`src/rtl/bin_to_bcd_pkg.sv`:
```
// bin_to_bcd_pkg: shared state encoding and digit constants for the sequential BCD converter
package bin_to_bcd_pkg;
    typedef enum logic [1:0] {IDLE, SHIFT, DONE} state_t;
    localparam int BCD_DIGIT_W = 4;
    localparam int ADD3_THRESH = 5;
    localparam int ADD3_VAL = 3;
endpackage

```
`src/rtl/bin_to_bcd_seq_ctrl_add3_digit.sv`:
```
// bcd_add3_digit: double-dabble digit correction, adds 3 when the digit is 5 or more
module bcd_add3_digit
    import bin_to_bcd_pkg::*;
(
    input  logic [BCD_DIGIT_W-1:0] din,
    output logic [BCD_DIGIT_W-1:0] dout
);
    assign dout = (din >= BCD_DIGIT_W'(ADD3_THRESH)) ? din + BCD_DIGIT_W'(ADD3_VAL) : din;
endmodule

```
`src/rtl/bin_to_bcd_seq_ctrl.sv`:
```
// bin_to_bcd_seq_ctrl: multi-cycle binary-to-BCD converter, one add-3/shift step per clock; BIN2BCD_ABORT_EN adds an abort input
module bin_to_bcd_seq_ctrl
    import bin_to_bcd_pkg::*;
#(
    parameter int BIN_W  = 8,
    parameter int DIGITS = 3
) (
    input  logic                            clk,
    input  logic                            rst_n,
    input  logic                            start,
    input  logic [BIN_W-1:0]                bin,
`ifdef BIN2BCD_ABORT_EN
    input  logic                            abort,
`endif
    output logic                            busy,
    output logic                            done,
    output logic [BCD_DIGIT_W*DIGITS-1:0]   bcd
);
    localparam int CNT_W = $clog2(BIN_W + 1);
    localparam int SCR_W = BCD_DIGIT_W * DIGITS;

    state_t             state_q, state_d;
    logic [CNT_W-1:0]   cnt_q, cnt_d;
    logic [BIN_W-1:0]   shift_q, shift_d;
    logic [SCR_W-1:0]   scr_q, scr_d, scr_add;
    logic [SCR_W-1:0]   bcd_q, bcd_d;

    for (genvar i = 0; i < DIGITS; i++) begin : g_add3
        bcd_add3_digit u_add3 (
            .din  (scr_q[i*BCD_DIGIT_W +: BCD_DIGIT_W]),
            .dout (scr_add[i*BCD_DIGIT_W +: BCD_DIGIT_W])
        );
    end

    // Next-state: capture on start, correct-then-shift each SHIFT cycle; the result register is loaded on entry to DONE so it is valid with done
    always_comb begin
        state_d = state_q;
        cnt_d   = cnt_q;
        shift_d = shift_q;
        scr_d   = scr_q;
        bcd_d   = bcd_q;
        case (state_q)
            IDLE: begin
                if (start) begin
                    state_d = SHIFT;
                    shift_d = bin;
                    scr_d   = '0;
                    cnt_d   = '0;
                end
            end
            SHIFT: begin
                {scr_d, shift_d} = {scr_add, shift_q} << 1;
                cnt_d = cnt_q + 1'b1;
                if (cnt_q == CNT_W'(BIN_W - 1)) begin
                    state_d = DONE;
                    bcd_d   = scr_d;
                end
`ifdef BIN2BCD_ABORT_EN
                if (abort) begin
                    state_d = IDLE;
                    bcd_d   = bcd_q;
                end
`endif
            end
            DONE:    state_d = IDLE;
            default: state_d = IDLE;
        endcase
    end

    // State and datapath registers, all cleared by the asynchronous reset
    always_ff @(posedge clk or negedge rst_n) begin
        if (!rst_n) begin
            state_q <= IDLE;
            cnt_q   <= '0;
            shift_q <= '0;
            scr_q   <= '0;
            bcd_q   <= '0;
        end else begin
            state_q <= state_d;
            cnt_q   <= cnt_d;
            shift_q <= shift_d;
            scr_q   <= scr_d;
            bcd_q   <= bcd_d;
        end
    end

    assign busy = (state_q != IDLE);
    assign done = (state_q == DONE);
    assign bcd  = bcd_q;
endmodule

```
`config.mk`:
```
export PLATFORM = sky130hd
export DESIGN_NAME = bin_to_bcd_seq_ctrl
export DESIGN_NICKNAME = d
export VERILOG_FILES = /design/src/rtl/bin_to_bcd_pkg.sv /design/src/rtl/bin_to_bcd_seq_ctrl_add3_digit.sv /design/src/rtl/bin_to_bcd_seq_ctrl.sv
export SDC_FILE = /design/constraint.sdc
export NUM_CORES = 1
export LEC_CHECK = 0
export ABC_AREA = 1
export CAP_MARGIN = 20
export CELL_PAD_IN_SITES_DETAIL_PLACEMENT = 1
export CELL_PAD_IN_SITES_GLOBAL_PLACEMENT = 1
export CORE_ASPECT_RATIO = 1.2
export CORE_UTILIZATION = 40
export CTS_CLUSTER_SIZE = 40
export DETAILED_ROUTE_END_ITERATION = 10
export PLACE_DENSITY_LB_ADDON = 0.1
export SYNTH_ARGS = -nofsm -noshare
export SYNTH_HDL_FRONTEND = slang
export SYNTH_SLANG_ARGS = --single-unit
```
`constraint.sdc`:
```
create_clock -name clk -period 1.58 [get_ports clk]
set_clock_uncertainty 0.1 [all_clocks]
set_input_delay 0.158 -clock clk [delete_from_list [all_inputs] [get_ports clk]]
set_output_delay 0.158 -clock clk [all_outputs]
set_load 0.02 [all_outputs]
```
---- Word-level counts from Yosys, hierarchy flattened ----
Cells that the tools add are included.
operators by class
  eq/ne operators ......................... 5
  add/subtract/negate cells ............... 4
  multiplexer cells ....................... 12
  reduce and logical (&&, ||, !) cells .... 6
  $lt $le $gt $ge ......................... 3
operators by type and width
  cell                                                                                 number
  12-bit one-hot mux with 2 select lines                                               1
  8-bit one-hot mux with 2 select lines                                                1
  4-bit by 3-bit greater-or-equal comparator with 1-bit output, second input constant  3
  12-bit two-way mux                                                                   1
  4-bit two-way mux                                                                    3
  4-bit by 2-bit adder with 4-bit output, second input constant                        2
  8-bit two-way mux                                                                    1
  4-bit one-hot mux with 2 select lines                                                1
  2-bit AND reduction                                                                  3
  4-bit by 1-bit adder with 4-bit output, second input constant                        1
  4-bit by 3-bit == test with 1-bit output, second input constant                      1
  2-bit two-way mux                                                                    2
  2-bit inequality test, second input constant                                         2
  2-bit one-hot mux with 2 select lines                                                1
  2-bit nonzero test                                                                   2
  3-bit by 2-bit adder with 3-bit output, second input constant                        1
  3-bit two-way mux                                                                    1
  2-bit by 1-bit == test with 1-bit output, second input constant                      1
  2-bit == test, second input constant                                                 1
  2-bit logical NOT                                                                    1
storage, ports and cells
  register bits after elaboration ......... 38
  bits of input ports ..................... 11

---- Logic depth before layout (Yosys ltp) ----
Gate-level depths: netlist of run 1.
  depth after elaboration ................. 3
  mapped depth ............................ 8
  mapped depth without buffers ............ 8

---- Modules after synthesis ----
Synthesis of run 1 repeated with hierarchy kept, for this count alone.
unflattened totals
  cells, all modules ...................... 250
  area, all modules ....................... 2004.4 um^2
by module, submodules not included
  module               sequential area each (um^2)  cells an instance  times used  area each (um^2)
  bin_to_bcd_seq_ctrl  950.9                        181                1           1599.0
  bcd_add3_digit       0.0                          23                 3           135.1

---- Worst setup path before layout of run 1 ----
OpenSTA, ideal clock, no wires.
  path type ............................... register -> register
  start ................................... register cnt_q[0]
  end ..................................... register bcd_q[4] (netlist: bcd[4])
  cell stages (with the launch flop) ...... 8
  arrival time ............................ 1.111 ns
  clock period less this slack ............ 1.329 ns
  slack ................................... 0.251 ns
  setup time .............................. 0.118 ns
  buffers on the path ..................... 1
  path through ............................ dfrtp_1 ha_1 nand2_1 nor3_4 inv_2 buf_6 nand2_1 nand2_1
on the way
  cells in the longest elaborated chain, start to end .. 2
ends and longest elaborated chain
  element                                   line                       RTL
  start: declaration                        bin_to_bcd_seq_ctrl.sv:23  logic [CNT_W-1:0] cnt_q, cnt_d;
  start signal: assignment                  bin_to_bcd_seq_ctrl.sv:80  cnt_q <= cnt_d;
  4-bit by 3-bit == test with 1-bit output  bin_to_bcd_seq_ctrl.sv:54  if (cnt_q == CNT_W'(BIN_W - 1)) begin
  2-bit AND reduction (no line)             --
  end signal: assignment                    bin_to_bcd_seq_ctrl.sv:77  bcd_q <= '0;
  end signal: assignment                    bin_to_bcd_seq_ctrl.sv:83  bcd_q <= bcd_d;
  end: declaration                          bin_to_bcd_seq_ctrl.sv:26  logic [SCR_W-1:0] bcd_q, bcd_d;
Every way passes these cells.
A chain may end at the register's enable or synchronous reset.

---- Worst setup path after layout of run 1 ----
  start ................................... register bcd_q[0] (netlist: bcd[0])
  end ..................................... output bcd[0]
RTL lines
  element           line                       RTL
  end: declaration  bin_to_bcd_seq_ctrl.sv:17  output logic [BCD_DIGIT_W*DIGITS-1:0] bcd
No word-level cell between the ends.

==> results of run 1 <==
-- cell families (layout without fill, tap and decap cells) --
family / Yosys count / count (layout) / share of synthesized area [%]
AO/OA/AOI/OAI: 18 / 18 / 5.703
adder cells (fa/ha/maj): 7 / 7 / 4.752
buffers and inverters: 25 / 60 / 6.381
flip-flops: 38 / 38 / 51.60
AND/OR/NAND/NOR: 135 / 135 / 31.57
-- layout by cell type, fill, tap and decap left out, drive strengths merged --
master,Yosys,routed
clkdlybuf4s50,0,21
o22ai,3,3
dlygate4sd2,0,2
dfrtp,38,38
nor3,1,1
o21a,1,1
clkbuf,0,7
o21ai,11,11
nand2,91,91
a21oi,1,1
inv,20,20
nand4,6,6
o211ai,1,1
nand3,28,28
buf,5,9
a21boi,1,1
dlygate4sd3,0,1
nor2,9,9
ha,7,7
-- power by group through the flow --
stage                     Combinational, uW  Clock, uW  Sequential (uW)
final                                  2250        627             1680
after global routing                   2580        685             1740
after CTS                              2250        652             1690
after detailed placement               2220          0             1720
after global placement                 2180          0             1700
after floorplan                        1330          0             1820
-- per-layer routing --
layer / GRT usage, % / part of all wire, % / vias up
met5: 0 / 0 / -
met4: 7.045 / 1.4 / 0
met3: 4.341 / 2.3 / 9
met2: 34.47 / 50 / 26
met1: 25.24 / 46 / 762
li1: - / - / 786
-- cells in the mapped netlist, drive strengths merged, types with 3 or more instances --
library cell   n
buf            5
dfrtp         38
ha             7
inv           20
nand2         91
nand3         28
nand4          6
nor2           9
o21ai         11
o22ai          3
-- metrics by stage --
| step | std cells | total power [uW] |
|---|---|---|
| 4_1_cts | 314 | 4590 |
| 6_report | 314 | 4555 |
| 5_1_grt | 314 | 5004 |
| 3_3_place_gp | 305 | 3888 |
| 3_5_place_dp | 305 | 3937 |
| 2_1_floorplan | 223 | 3146 |
-- final timing paths --
check	startpoint	endpoint	slack, ns	cells after the start
worst max-delay path	bcd[0]	bcd[0]	0.05	1
worst min-delay path	bin[0]	shift_q[0]	0.32	3
min in group asynchronous	rst_n	bcd[5]	0.35	3
worst max register to register	cnt_q[0]	bcd[3]	0.16	6
worst min register to register	bcd[8]	bcd[8]	0.38	2
max in group asynchronous	rst_n	shift_q[5]	0.67	3
-- layout make-up --
type | count | area (sq um) | area share (%)
repair buffers | 33 | 302.8 | 13.40
flip-flops and latches | 38 | 950.9 | 42.08
multi-input cells | 160 | 784.5 | 34.72
well taps | 56 | 70.07 | 3.101
inverters | 20 | 75.07 | 3.322
clock buffers | 7 | 76.32 | 3.378
-- timing repair --
item / CTS / global route
hold endpoints to repair: 38 / 0
setup endpoints to repair: 2 / 7
hold buffers: 1 / 0
gates resized for setup: 2 / 3
setup buffers: 1 / 0
-- flip-flops by register name, summed over array words and instances (netlist names) --
name     flops
cnt_q        4
shift_q      8
scr_q       12
state_q      2
bcd         12
==> flow_summary.json, run 1 <==
{
  "grt_max_degree": 39,
  "timing.final.crit_share_pct": 96.95,
  "fin_util_pct": 52.23,
  "crit_required_ns": 1.32,
  "ir_worst_vdd_mv": 0.7116,
  "antenna_found_initial": 0,
  "synth_seq_cells": 38,
  "yosysSeqAreaShare_pct": 51.60,
  "vias": 1583,
  "cts.clk_slew.worst_paths_ns": 0.07,
  "crit_type": "register to output pin",
  "syn_area_per_cell_sq_um": 8.265,
  "postLayoutSetupSlackWorst_ns": 0.04826,
  "async_reset_ff_share_pct": 100.0,
  "power.sequential.fraction_pct": 36.9,
  "cellPowerDensity_nw_per_um2": 2016,
  "worstPathMaxFanout": 2,
  "dpl_cell_area_sq_um": 2158,
  "drv_cap": 0,
  "status": "finished clean",
  "wire_per_inst_um": 13.41,
  "synth_top_area_share_pct": 51.60,
  "dp_hpwl_um": 3041,
  "detail_route.vias_per_cell": 5.041,
  "tritoncts": "done",
  "yosys.area.top_type": "dfrtp_1",
  "tightest_slew_ns": 0.4972,
  "final_area_sq_um": 2260,
  "overflow": 0,
  "n_antenna_cell": 0,
  "cts_root_buf": "clkbuf_8",
  "cts_buffers": 5,
  "swShare_pct": 43.29,
  "core.rowCount": 26,
  "cp.arrival_ns": 1.27,
  "dieArea_sq_um": 4884,
  "fillers": 537,
  "syn_inst": 223,
  "grt_pass1_vias": 1689,
  "post-place-ws_ns": 0.1239,
  "drtIter0Drc": 53,
  "ioPinCount": 25,
  "die_h_um": 76.36,
  "yosysWarnings": 0,
  "syn_area_sq_um": 1843,
  "slowest_delay_ns": 0.62,
  "wl_um": 4210,
  "num-nets-final": 276,
  "crit_family": "buffers and inverters",
  "setup_violations": 0,
  "relSlewSlack_pct": 66.85,
  "htreeDepth": 2,
  "leakagePower_uw": 0.001142,
  "drive_gt1_share_pct": 8.915,
  "hp-class": "input pin to register",
  "hold-worst-slack_ns": 0.3210,
  "grt_usage_pct": 20.34,
  "synth_cell_types": 22,
  "clock_power_share_pct": 13.8,
  "critPathCaptureType": "output pin",
  "grt_pass1_wl_um": 7776,
  "switching_power_uw": 1972,
  "initial_core_util_pct": 42.60,
  "antenna_left": 0,
  "hold_viol": 0,
  "io_buffers": 24,
  "p_int_uw": 2583,
  "timing.fmax_mhz": 652.9,
  "worst_setup_path_start_kind": "register",
  "clock_sinks": 38,
  "fin_crit_ns": 1.532,
  "netlist_top_cells_area": "dfrtp_1 (52%), nand2_1 (18%), nand3_1 (7.6%)",
  "drt_pre_antenna_iters": 4,
  "die_x_um": 63.97,
  "worstPathCellList": "clkdlybuf4s50_1",
  "synth_flop_cell": "dfrtp_1",
  "clock_path_buffers": 2,
  "rsz0062_at_grt": "no",
  "fin_tns_setup_ns": 0,
  "gp_congestion": 0.8512,
  "maxSlewViolCount": 0,
  "synth_edf_count": 0,
  "worstSkewPairLatency_ns": 0.28,
  "cp_slowest_cell": "clkdlybuf4s50_1",
  "synth_fp_nets": 241,
  "crit_buf_inv": 1,
  "pwr-share-comb_pct": 49.3,
  "area_growth_pct": 22.61,
  "core_sq_um": 4327,
  "drc_errors": 0
}
(Power assumes the default switching activity.)
==> inputs of run 2 (changes only) <==
==> constraint.sdc (replaced) <==
create_clock -name clk -period 1.5 [get_ports clk]
set_clock_uncertainty 0.1 [all_clocks]
set_input_delay 0.15 -clock clk [delete_from_list [all_inputs] [get_ports clk]]
set_output_delay 0.15 -clock clk [all_outputs]
set_load 0.005 [all_outputs]
==> run 2 against run 1 <==
Effect of this change:
- cell count up 2.9%
- sequential share of layout area is 1.7 points lower
- highest routed layer unchanged
- via count increased by 2.8%
- non-clock buffer count up 8
- routed wire length rose by 12%
- total power up 6.5%
- count of clock-buffer cells in the layout did not move
- register-to-register slack got worse by 0.09 ns
==> flow_summary.json, run 2 (synthesis gave the netlist of run 1 again) <==
{
  "status": "finished clean",
  "cts.clk_slew.worst_paths_ns": 0.07,
  "die_x_um": 63.97,
  "clock_power_share_pct": 13.7,
  "worstPathCellList": "ha_2, nand2_4, nor3_4, buf_6, clkbuf_4, nand3_1, nand2_1",
  "power.sequential.fraction_pct": 36.9,
  "area_growth_pct": 28.04,
  "worstSkewPairLatency_ns": 0.28,
  "switching_power_uw": 2017,
  "cp.arrival_ns": 1.56,
  "drtIter0Drc": 63,
  "core_sq_um": 4327,
  "n_antenna_cell": 0,
  "antenna_left": 0,
  "grt_pass1_wl_um": 7755,
  "clock_path_buffers": 2,
  "layout_commonest_cell": "nand2_1",
  "p_int_uw": 2833,
  "dieArea_sq_um": 4884,
  "ir_worst_vdd_mv": 0.7471,
  "leakagePower_uw": 0.001193,
  "fin_crit_ns": 1.430,
  "swShare_pct": 41.59,
  "critPathCaptureType": "register",
  "core.rowCount": 26,
  "htreeDepth": 2,
  "timing.final.crit_share_pct": 95.32,
  "grt_pass1_vias": 1701,
  "overflow": 0,
  "drc_errors": 0,
  "worst_setup_path_start_kind": "register",
  "fin_tns_setup_ns": 0,
  "tritoncts": "done",
  "wire_per_inst_um": 14.63,
  "maxSlewViolCount": 0,
  "fillers": 527,
  "wl_um": 4727,
  "timing.fmax_mhz": 699.4,
  "fin_util_pct": 54.54,
  "relSlewSlack_pct": 67.01,
  "grt_max_degree": 39,
  "initial_core_util_pct": 42.60,
  "antenna_found_initial": 0,
  "cp_slowest_cell": "dfrtp_1",
  "pwr-share-comb_pct": 49.4,
  "setup_violations": 0,
  "num-nets-final": 285,
  "tightest_slew_ns": 0.4948,
  "die_h_um": 76.36,
  "cellPowerDensity_nw_per_um2": 2055,
  "worstPathMaxFanout": 5,
  "vias": 1628,
  "slowest_delay_ns": 0.38,
  "dp_hpwl_um": 3223,
  "ioPinCount": 25,
  "crit_required_ns": 1.63,
  "drive_gt1_share_pct": 15.36,
  "cts_root_buf": "clkbuf_8",
  "drt_pre_antenna_iters": 4,
  "grt_usage_pct": 20.75,
  "crit_type": "register to register",
  "hp-class": "input pin to register",
  "crit_family": "flip-flops",
  "gp_congestion": 0.7805,
  "final_cell_mix": "nand2_1 (85), dfrtp_1 (37), nand3_1 (26), clkdlybuf4s50_1 (21), inv_1 (15)",
  "drv_cap": 0,
  "hold_viol": 0,
  "io_buffers": 24,
  "crit_buf_inv": 2,
  "detail_route.vias_per_cell": 5.040,
  "cts_buffers": 5,
  "clock_sinks": 38
}
run 2: tightest hold or removal path, stage by stage:
cell,delay (ns)
clkdlybuf4s50_1,0.39
nand2_1,0.06
nand2_1,0.05
run 2: cell type report:
| cell class | instances | area [sq um] | area share [%] |
|---|---|---|---|
| Timing Repair Buffer | 41 | 370.4 | 15.69 |
| Clock buffer | 7 | 76.32 | 3.234 |
| Timing Repair inverter | 1 | 6.256 | 0.2651 |
| Sequential cell | 38 | 952.2 | 40.35 |
| Multi-Input combinational cell | 160 | 802.0 | 33.99 |
| Inverter | 20 | 82.58 | 3.499 |
| Tap cell | 56 | 70.07 | 2.969 |
run 2: path summary, 6_finish.rpt:
kind	start	to	slack, ns	cells after the start
worst max register to register	cnt_q[1]	bcd[8]	0.07	7
min in group asynchronous	rst_n	bcd[6]	0.34	3
worst max-delay path	cnt_q[1]	bcd[8]	0.07	7
worst min register to register	shift_q[0]	shift_q[0]	0.38	2
max in group asynchronous	rst_n	state_q[0]	0.58	3
worst min-delay path	bin[0]	shift_q[0]	0.30	3
run 2: through the flow:
| step | hold slack, ns | instance area (sq um) | power, uW | setup WS [ns] | std cells |
|---|---|---|---|---|---|
| detailed placement | 0.1411 | 2173 | 4029 | 0.03944 | 307 |
| global route | 0.3344 | 2360 | 5273 | -0.02888 | 323 |
| finish | 0.3041 | 2360 | 4850 | 0.07027 | 323 |
| floorplan | -0.2456 | 1843 | 3133 | 0.1739 | 223 |
| global placement | 0.1367 | 2173 | 3923 | 0.1177 | 307 |
| CTS | 0.3030 | 2266 | 4731 | 0.01699 | 316 |
run 2: what timing repair did:
item                                    4_1_cts  5_1_grt
gates resized for setup                       4       21
pin swaps                                     0        3
buffers inserted                              1        5
cloned                                        0        2
endpoints found under the setup margin        2       21
hold endpoints to repair                     38        0
hold buffers                                  1        0
run 2: power groups by stage:
stage	clock network (uW)	logic, uW	registers [uW]
6_report	666	2390	1790
5_1_grt	720	2700	1850
4_1_cts	685	2270	1780
3_5_place_dp	0	2230	1800
3_3_place_gp	0	2150	1780
2_1_floorplan	0	1380	1750
run 2: metal layers:
layer,GRT usage (%),wire (um)
met4,8.864,119
met3,4.641,143
met5,0,0
met2,35.64,2519
met1,24.44,1944
==> inputs of run 3 (changes only) <==
- GPL_TIMING_DRIVEN: not set -> 0
==> run 3 against run 2 <==
Effect of this change:
- highest routed layer unchanged
- cell area decreased by 1.1%
- first-iteration DRC count increased by 24%
- routed wire length decreased by 2.1%
- non-clock buffer count decreased by 4
- worst hold slack got worse by 0.0054 ns
- critical path depth decreased by 1
- die area unchanged
==> flow_summary.json, run 3 (synthesis gave the netlist of run 1 again) <==
{
  "htreeDepth": 2,
  "drt_pre_antenna_iters": 4,
  "tightest_slew_ns": 0.8659,
  "wire_per_inst_um": 14.56,
  "power.sequential.fraction_pct": 37.0,
  "drtIter0Drc": 78,
  "cellPowerDensity_nw_per_um2": 2077,
  "cts_root_buf": "clkbuf_8",
  "hold-worst-slack_ns": 0.2987,
  "cp.arrival_ns": 1.50,
  "p_int_uw": 2825,
  "vias": 1629,
  "cts_buffers": 5,
  "min_to": "shift_q[0]",
  "leakagePower_uw": 0.001173,
  "fin_crit_ns": 1.431,
  "detail_route.vias_per_cell": 5.123,
  "hp-class": "input pin to register",
  "worstSkewPairLatency_ns": 0.29,
  "die_x_um": 63.97,
  "cts.clk_slew.worst_paths_ns": 0.08,
  "core_sq_um": 4327,
  "n_antenna_cell": 0,
  "area_growth_pct": 26.68,
  "cp_slowest_cell": "dfrtp_2",
  "io_buffers": 24,
  "antenna_left": 0,
  "crit_required_ns": 1.56,
  "switching_power_uw": 2025,
  "timing.final.crit_share_pct": 95.43,
  "rsz0062_at_grt": "yes",
  "drc_errors": 0,
  "setup_violations": 0,
  "overflow": 0,
  "slowest_delay_ns": 0.43,
  "timing.fmax_mhz": 698.6,
  "r2r_end": "state_q[0]",
  "clock_path_buffers": 2,
  "clock_sinks": 38,
  "hold_depth": 3,
  "wl_um": 4630,
  "ir_worst_vdd_mv": 0.8747,
  "ioPinCount": 25,
  "r2r-start": "state_q[0]",
  "layout_commonest_cell": "nand2_1",
  "core.rowCount": 26,
  "crit_buf_inv": 3,
  "maxSlewViolCount": 0,
  "critPathCaptureType": "register",
  "gp_congestion": 0.8459,
  "num-nets-final": 280,
  "grt_max_degree": 39,
  "die_h_um": 76.36,
  "pwr-share-comb_pct": 49.2,
  "post-place-ws_ns": -0.07442,
  "dieArea_sq_um": 4884,
  "worstPathCellList": "buf_4, nand2_4, inv_1, buf_4, o21ai_0, o21ai_0",
  "final_cell_mix": "nand2_1 (87), dfrtp_1 (37), nand3_1 (25), clkdlybuf4s50_1 (21), inv_1 (14)",
  "rrSetupSlack_ns": 0.07,
  "final_area_sq_um": 2335,
  "antenna_found_initial": 0,
  "swShare_pct": 41.75,
  "grt_pass1_vias": 1742,
  "dp.cells": 303,
  "grt_pass1_wl_um": 7921,
  "hold_viol": 0,
  "reg2reg_depth": 6,
  "postLayoutSetupSlackWorst_ns": 0.06857,
  "drive_gt1_share_pct": 14.12,
  "status": "finished clean",
  "worst_setup_path_start_kind": "register",
  "fin_cells": 318,
  "crit_family": "flip-flops",
  "worstPathMaxFanout": 10,
  "drv_cap": 0,
  "fin_tns_setup_ns": 0,
  "crit_type": "register to register",
  "dpl_cell_area_sq_um": 2148,
  "grt_usage_pct": 21.38,
  "clock_power_share_pct": 13.8,
  "tritoncts": "done",
  "initial_core_util_pct": 42.60,
  "relSlewSlack_pct": 42.27,
  "dp_hpwl_um": 3183,
  "hp-start": "bin[0]"
}
[run 3: changes by cell type in the layout (fill, tap and decap cells not counted), sizes merged]
cell and change:
clkinv -1, clkbuf -1, buf -3
[run 3: worst reg2reg max path: stages (launching register included)]
cell     delay [ns]
dfrtp_2        0.43
buf_4          0.15
nand2_4        0.13
inv_1          0.09
buf_4          0.18
o21ai_0        0.10
o21ai_0        0.13
[run 3: cell type report]
| type | count | area [sq um] |
|---|---|---|
| buffer | 5 | 42.54 |
| clock buffer | 7 | 76.32 |
| fill | 530 | 1992 |
| inverter | 20 | 77.57 |
| multi-input combinational | 160 | 820.8 |
| sequential | 38 | 952.2 |
| tap | 56 | 70.07 |
| timing repair buffer | 32 | 295.3 |
[run 3: per-layer routing]
metal	vias up	share of wire (%)	global-route usage (%)
met4	0	1.6	8.409
met3	8	2.5	4.940
met1	797	42	24.83
li1	795	-	-
met5	-	0	0
met2	29	54	37.34
[run 3: power by group through the flow]
| stage | logic, uW | clock network [uW] | registers (uW) |
|---|---|---|---|
| 5_1_grt | 2720 | 727 | 1860 |
| 4_1_cts | 2270 | 693 | 1780 |
| 3_5_place_dp | 2170 | 0 | 1810 |
| 3_3_place_gp | 2090 | 0 | 1790 |
| 2_1_floorplan | 1380 | 0 | 1750 |
| 6_report | 2390 | 668 | 1790 |
[run 3: how the worst max path moves through the flow]
stage	cells after the start	from	slack (ns)	end
global route	8	scr_q[0]	-0.03	scr_q[1]
CTS	7	state_q[0]	0.003	scr_q[4]
finish	6	state_q[0]	0.07	state_q[0]
global placement	1	rst_n	-0.78	shift_q[4]
floorplan	7	cnt_q[0]	0.17	bcd[4]
detailed placement	7	start	-0.07	scr_q[4]
[run 3: per-stage QoR]
stage	total power, uW	utilization, %
floorplan	3133	-
CTS	4738	52.49
detailed placement	3984	49.65
finish	4850	53.96
global route	5306	53.96
global placement	3882	49.77
[run 3: timing repair]
action	in CTS	in global routing
pin swaps	1	0
resized for setup	4	16
hold buffers	1	0
hold endpoints to repair	38	0
buffers inserted	5	2
endpoints found under the setup margin	13	24
